File: config.mk
export PLATFORM = sky130hd
export DESIGN_NAME = divide
export DESIGN_NICKNAME = d
export VERILOG_FILES = /design/src/rtl/divide.sv
export SDC_FILE = /design/constraint.sdc
export NUM_CORES = 1
export LEC_CHECK = 0
export ABC_AREA = 1
export ABC_CLOCK_PERIOD_IN_PS = 1900
export CAP_MARGIN = 5
export CORE_UTILIZATION = 55
export CTS_BUF_LIST = sky130_fd_sc_hd__clkbuf_8
export DETAILED_ROUTE_END_ITERATION = 16
export PLACE_DENSITY = 0.8
export SYNTH_ARGS = -nofsm -noshare
export SYNTH_HDL_FRONTEND = slang
export SYNTH_SLANG_ARGS = --single-unit
File: constraint.sdc
create_clock -name clk -period 1.9 [get_ports clk]
set_input_delay 0.19 -clock clk [delete_from_list [all_inputs] [get_ports clk]]
set_output_delay 0.19 -clock clk [all_outputs]
set_load 0.05 [all_outputs]
File: src/rtl/divide.sv
// Iterative radix-2 restoring divider, signed/unsigned, RISC-V div-by-zero and overflow results.
// Latency: W+1 edges from accepted stb to the one-cycle ack pulse, for every operand pair.
// Backpressure: none; stb is accepted in IDLE or DONE and ignored while CALC is busy.
module divide #(
    parameter int W = 32
) (
    input  logic         clk,
    input  logic         rst,
    input  logic [W-1:0] a,
    input  logic [W-1:0] b,
    input  logic         is_signed,
    input  logic         stb,
    output logic [W-1:0] q,
    output logic [W-1:0] r,
    output logic         ack
);

    localparam int CW = $clog2(W);
    localparam logic [CW-1:0] CNT_INIT = CW'(W - 1);

    typedef enum logic [1:0] {
        IDLE,
        CALC,
        DONE
    } state_t;

    state_t        state_q, state_d;
    logic [CW-1:0] cnt_q, cnt_d;
    logic          fix_q, fix_d;
    logic [W:0]    pr_q, pr_d;
    logic [W-1:0]  dvd_q, dvd_d;
    logic [W-1:0]  dvs_q, dvs_d;
    logic [W-1:0]  a_orig_q, a_orig_d;
    logic          bz_q, bz_d;
    logic          neg_quo_q, neg_quo_d;
    logic          neg_rem_q, neg_rem_d;
    logic [W-1:0]  q_q, q_d;
    logic [W-1:0]  r_q, r_d;
    logic          ack_q, ack_d;

    logic          a_neg, b_neg;
    logic [W-1:0]  a_mag, b_mag;
    logic [W+1:0]  shifted, trial;
    logic          take_bit;
    logic [W-1:0]  rem;

    always_comb begin
        a_neg    = is_signed & a[W-1];
        b_neg    = is_signed & b[W-1];
        // Magnitude of the most negative value wraps to itself, which is the correct unsigned magnitude.
        a_mag    = a_neg ? (~a + W'(1)) : a;
        b_mag    = b_neg ? (~b + W'(1)) : b;

        shifted  = {pr_q, dvd_q[W-1]};
        trial    = shifted - {2'b00, dvs_q};
        take_bit = ~trial[W+1];
        rem      = pr_q[W-1:0];

        state_d   = state_q;
        cnt_d     = cnt_q;
        fix_d     = fix_q;
        pr_d      = pr_q;
        dvd_d     = dvd_q;
        dvs_d     = dvs_q;
        a_orig_d  = a_orig_q;
        bz_d      = bz_q;
        neg_quo_d = neg_quo_q;
        neg_rem_d = neg_rem_q;
        q_d       = q_q;
        r_d       = r_q;
        ack_d     = 1'b0;

        case (state_q)
            IDLE, DONE: begin
                if (stb) begin
                    state_d   = CALC;
                    cnt_d     = CNT_INIT;
                    fix_d     = 1'b0;
                    pr_d      = '0;
                    dvd_d     = a_mag;
                    dvs_d     = b_mag;
                    a_orig_d  = a;
                    bz_d      = (b == '0);
                    neg_quo_d = a_neg ^ b_neg;
                    neg_rem_d = a_neg;
                end else begin
                    state_d = IDLE;
                end
            end
            CALC: begin
                if (fix_q) begin
                    // dvd_q now holds the unsigned quotient, pr_q the unsigned remainder.
                    if (bz_q) begin
                        q_d = '1;
                        r_d = a_orig_q;
                    end else begin
                        q_d = neg_quo_q ? (~dvd_q + W'(1)) : dvd_q;
                        r_d = neg_rem_q ? (~rem + W'(1)) : rem;
                    end
                    fix_d   = 1'b0;
                    ack_d   = 1'b1;
                    state_d = DONE;
                end else begin
                    pr_d  = take_bit ? trial[W:0] : shifted[W:0];
                    dvd_d = {dvd_q[W-2:0], take_bit};
                    if (cnt_q == '0) begin
                        fix_d = 1'b1;
                    end else begin
                        cnt_d = cnt_q - CW'(1);
                    end
                end
            end
            default: state_d = IDLE;
        endcase
    end

    always_ff @(posedge clk) begin
        if (rst) begin
            state_q   <= IDLE;
            cnt_q     <= '0;
            fix_q     <= 1'b0;
            pr_q      <= '0;
            dvd_q     <= '0;
            dvs_q     <= '0;
            a_orig_q  <= '0;
            bz_q      <= 1'b0;
            neg_quo_q <= 1'b0;
            neg_rem_q <= 1'b0;
            q_q       <= '0;
            r_q       <= '0;
            ack_q     <= 1'b0;
        end else begin
            state_q   <= state_d;
            cnt_q     <= cnt_d;
            fix_q     <= fix_d;
            pr_q      <= pr_d;
            dvd_q     <= dvd_d;
            dvs_q     <= dvs_d;
            a_orig_q  <= a_orig_d;
            bz_q      <= bz_d;
            neg_quo_q <= neg_quo_d;
            neg_rem_q <= neg_rem_d;
            q_q       <= q_d;
            r_q       <= r_d;
            ack_q     <= ack_d;
        end
    end

    assign q   = q_q;
    assign r   = r_q;
    assign ack = ack_q;

endmodule

== After elaboration in Yosys (flattened, before gate mapping) ==
Index checks and enable logic that the tools add are counted.

* Add/sub/neg operators: 6
* Eq/ne operators: 6
* Muxes and demuxes: 25
* Bitwise gates (word level): 9
* Reductions and logical operators: 11

{| class="wikitable"
|+ Operators by type and width
! operator !! number
|-
| $mux W32 || 8
|-
| $add A32 B1 Y32 const B || 4
|-
| $not A32 Y32 || 4
|-
| $mux W33 || 3
|-
| $pmux W33 S2 || 1
|-
| $pmux W32 S2 || 1
|-
| $sub A34 B32 Y34 || 1
|-
| $logic_not A32 Y1 || 1
|-
| $mux W5 || 3
|-
| $pmux W5 S2 || 1
|-
| $ne A2 B2 Y1 const B || 4
|-
| $reduce_and A2 Y1 || 3
|-
| $logic_not A5 Y1 || 1
|-
| $mux W1 || 5
|-
| $sub A5 B1 Y5 const B || 1
|-
| $pmux W2 S2 || 1
|-
| $reduce_and A4 Y1 || 1
|-
| $reduce_or A2 Y1 || 2
|-
| $reduce_and A3 Y1 || 1
|-
| $and A1 B1 Y1 || 2
|-
| $eq A2 B1 Y1 const B || 1
|-
| $eq A2 B2 Y1 const B || 1
|-
| $logic_not A2 Y1 || 1
|-
| $mux W2 || 1
|-
| other kinds (4) || 5
|}

* Register bits: 205
* Bits of input ports: 68
* Output and inout port bits: 65
* Word-level logic and storage cells: 70

== Logic depth before layout (Yosys ltp) ==
* Depth after elaboration: 5
* Gate-level depth with buffers: 18

== Least setup slack after synthesis ==
Ideal clock, no wire load.

* Kind: register to register
* From: register dvd_q[31]
* To: register pr_q[32]
* Data arrival time: 1.847 ns
* Data required time: 1.768 ns
* Slack: -0.079 ns
* Stages on the path, launching flop included: 17
* Path buffers: 0
* Path through: dfxtp_1 > inv_1 > ha_1 > inv_1 > fa_1 > nand3_1 > nand3_1 > nand2_1 > nand2_1 > nand2_1 > nand2_1 > nand2_1 > nand3_1 > nand2_1 > nand3_2 > nand3_1 > a21oi_1

* Word-level cells in the longest chain between the ends: 4

{| class="wikitable"
|+ Ends and longest elaborated chain
! what !! line !! text
|-
| start: declaration || 31 || <nowiki>logic [W-1:0] dvd_q, dvd_d;</nowiki>
|-
| start signal: assignment || 137 || <nowiki>dvd_q <= dvd_d;</nowiki>
|-
| $sub A34 B32 Y34 || 55 || <nowiki>trial = shifted - {2'b00, dvs_q};</nowiki>
|-
| $mux W33 || 104 || <nowiki>pr_d = take_bit ? trial[W:0] : shifted[W:0];</nowiki>
|-
| $mux W33 || 91 || <nowiki>if (fix_q) begin</nowiki>
|-
| $pmux W33 S2 || 73 || <nowiki>case (state_q)</nowiki>
|-
| end signal: assignment || 136 || <nowiki>pr_q <= pr_d;</nowiki>
|-
| end: declaration || 30 || <nowiki>logic [W:0] pr_q, pr_d;</nowiki>
|}

Every way passes these cells. The select of a mux whose other input is x is not followed.
A chain may end at the register's enable or synchronous reset.

== Worst setup path in the final report ==
* From: register dvs_q[4]
* To: register pr_q[23]

* Word-level cells in the longest chain between the ends: 4

{| class="wikitable"
|+ Ends and longest elaborated chain
! what !! line !! text
|-
| start: declaration || 32 || <nowiki>logic [W-1:0] dvs_q, dvs_d;</nowiki>
|-
| start signal: assignment || 138 || <nowiki>dvs_q <= dvs_d;</nowiki>
|-
| $sub A34 B32 Y34 || 55 ||
|-
| $mux W33 || 104 ||
|-
| $mux W33 || 91 ||
|-
| $pmux W33 S2 || 73 ||
|}

Every way passes these cells. The select of a mux whose other input is x is not followed.

==> flow_summary.toml <==
[clock_tree]
clkTransAtPathRegs_ns = 0.07
clockBufferDepth = 3
cts_inserted_buffers = 37
ctsHoldBuffers = 0
htreeDepth = 2
clock_sinks = 205
clk_latency_ns = 0.57
cts_tree = "yes"
cts-root-buf = "clkbuf_8"

[sta]
worstMarginPinSlew_ns = 0.779
setup_violations = 42
min_period_over_period = 1.23
fin_setup_tns_ns = -11.94
fin_skew_ns = 0.0301
fin_ws_ns = -0.446
rsz0062_at_grt = "true"
hold_viol_final = 0
fmax_mhz = 426
relSlewSlack = 0.475
drv_slew = 0
period_needed_ns = 2.35

[logic_synthesis]
synth_edf_count = 0
synth_area_sq_mm = 0.0143
synthTopCellsByArea = "dfxtp_1 29%, nand2_1 15%, inv_1 9.7%"
async_reset_ff_frac = 0
synth_seq_cells = 205
netlist_instances = 2315
synth.largest_area_cell = "dfxtp_1"
yosysWarnings = 0
syn_area_per_cell_sq_um = 6.18
synth_top_area_frac = 0.287
synth_cell_type_count = 51
synthFlopType = "dfxtp_1"
synth.yosys.seq_area_share = 0.287
synth_fp_nets = 2422

[setup_path]
cp_slowest_stage_delay_ns = 0.34
worstReg2RegEnd = "pr_q[23]"
crit_type = "reg2reg"
reg2reg_from = "dvs_q[4]"
worstSetupStartpointType = "register"
endpoint = "pr_q[23]"
slowest_stage = "dfxtp_1"
required_ns = 2.35
crit_start = "dvs_q[4]"
end_kind = "register"
cp_max_fo = 6
cp_cell_sequence = "inv_1 -> ha_4 -> nand2_2 -> nand2_2 -> inv_2 -> nand2_1 -> nand2_1 -> nand3_2 -> nand2_2 -> nand2_4 -> nand2_8 -> nand3_4 -> buf_6 -> nand3_2 -> nand3_1 -> a21oi_1"
cp.arrival_ns = 2.79
cpMostUsedCell = "nand2_2"
worst-r2r-setup-slack_ns = -0.45
r2r_cells = 16

[layout]
stdcell_area_sq_mm = 0.0213
area_growth_pct = 48.7
antenna_cells = 0
drive_above_1_share = 0.302
nNetsFinal = 2926

[power]
vdd_drop_max_mv = 0.842
p_total_mw = 19.1
p_int_mw = 11.1
seqPwrFrac = 0.260
p_leak_nw = 10.6
combPwrFrac = 0.522
powerDensity_mw_per_mm2 = 897
switching_share = 0.421
clkPwrFrac = 0.218
power_switching_mw = 8.04

[run_status]
violations = "negative setup slack"
status = "finished with violations"

[grt]
groute.usage.overall = 0.415
grt_pass1_wl_mm = 87.1
grt_max_degree = 85
grt_pass1_vias = 16900
grt-ovfl-total = 0
antenna_found_initial = 1

[die]
die_h_um = 163
rows = 58
start_util = 0.565
core-area_sq_mm = 0.0253
die_x_um = 163
ioPinCount = 133
dieArea_sq_mm = 0.0267

[placed_design]
io_buffers = 132
place_area_sq_mm = 0.0187
dp_hpwl_mm = 41.3
routabilityCongestion = 1.03

[drt]
drt_iter0_drc = 2481
drt_pass1_iterations = 6
drc = 0
via_count = 18700
drtAntennaViolNets = 0
wirelength_mm = 59.9
vias_per_cell = 5.88
avgRoutedWirePerCell_um = 18.9

[min_path]
hp-class = "in2reg"

[flow_run]
maxCapViolations = 0
[per-layer routing]
layer,GRT usage,wire length [um],vias to the layer above
met4,0.202,3390,0
met3,0.0693,6190,287
met1,0.535,23400,8544
li1,-,-,8560
met5,0,0,-
met2,0.670,26900,1278
[cell families (layout without fill, tap and decap cells)]
| group | count (synthesis) | count (layout) | share of synthesized area |
|---|---|---|---|
| AO/OA/AOI/OAI | 484 | 484 | 0.190 |
| XOR/XNOR | 49 | 49 | 0.0300 |
| adder cells (fa/ha/maj) | 39 | 39 | 0.0346 |
| buffers and inverters | 473 | 999 | 0.130 |
| flip-flops | 205 | 205 | 0.287 |
| AND/OR/NAND/NOR | 1065 | 1068 | 0.329 |
[Yosys cell counts, types with 18 or more instances]
master / instances
nand2_1: 569
xor2_1: 31
o21ai_0: 172
nor3_1: 23
nor2_1: 158
clkbuf_1: 66
nand3_1: 199
a31oi_1: 19
ha_1: 38
o211ai_1: 25
inv_1: 369
dfxtp_1: 205
a21oi_1: 202
xnor2_1: 18
nand4_1: 28
[per-stage QoR]
stage                     hold slack, ns  utilization  instances  setup slack [ns]
after floorplan                    0.348            -       2315           -0.0240
after global placement             0.436        0.738       3054            -0.667
after detailed placement           0.438        0.738       3054            -0.728
after CTS                         0.0462        0.800       3151            -0.273
after global routing              0.0711        0.840       3174            -0.469
final                             0.0637        0.840       3174            -0.446
[sequential cells by signal (all words and copies together) (netlist names)]
register / count
cnt_q: 5
r: 32
fix_q: 1
bz_q: 1
pr_q: 33
neg_rem_q: 1
neg_quo_q: 1
state_q: 2
a_orig_q: 32
ack: 1
dvd_q: 32
dvs_q: 32
q: 32
[layout by cell type, fill, tap and decap left out, drive strengths merged, types with 14 or more instances in the layout]
master / Yosys / routed
o211ai: 25 / 25
xor2: 31 / 31
nand3: 213 / 213
nor3: 29 / 29
nand3b: 15 / 15
clkbuf: 66 / 42
inv: 375 / 388
nand4: 28 / 28
o21ai: 182 / 182
xnor2: 18 / 18
nor2: 173 / 173
ha: 38 / 38
buf: 30 / 426
a31oi: 19 / 19
a21oi: 206 / 206
clkdlybuf4s50: 0 / 71
dlygate4sd2: 0 / 50
a32o: 14 / 14
dfxtp: 205 / 205
nand2: 581 / 584
[what timing repair did]
action | CTS | global route
setup buffers | 29 | 24
endpoints found under the setup margin | 107 | 92
cloned | 4 | 2
resized for setup | 213 | 251
pin swaps | 36 | 85
[worst max-delay path, delay by kind of cell (launching register included)]
kind,cells,cell delay [ns]
AND/OR/NAND/NOR,11,1.05
buffers and inverters,3,0.36
flip-flops,1,0.34
AO/OA/AOI/OAI,1,0.25
adder cells (fa/ha/maj),1,0.24
[cell type report]
| class | count | area, sq um |
|---|---|---|
| clock buffer | 41 | 564 |
| clock inverter | 23 | 136 |
| fill | 1615 | 4050 |
| inverter | 377 | 1430 |
| multi-input combinational | 1640 | 9810 |
| sequential | 205 | 4180 |
| tap | 330 | 413 |
| timing repair buffer | 558 | 4760 |
[how the worst min path moves through the flow]
stage	startpoint	to	slack, ns	cells past startpoint
final	rst	state_q[0]	0.06	3
after global routing	rst	state_q[0]	0.07	3
after CTS	rst	state_q[0]	0.05	3
after detailed placement	r[23]	r[23]	0.44	2
after global placement	a_orig_q[12]	a_orig_q[12]	0.44	2
after floorplan	a[31]	dvd_q[31]	0.35	2
[power by group through the flow]
stage / Combinational, mW / Sequential, mW / Clock (mW)
3_3_place_gp: 7.28 / 4.95 / 0
6_report: 9.97 / 4.97 / 4.16
4_1_cts: 8.45 / 4.91 / 4.14
2_1_floorplan: 4.37 / 4.96 / 0
3_5_place_dp: 7.45 / 4.96 / 0
5_1_grt: 10.6 / 4.98 / 4.33
(Power assumes the default switching activity.)
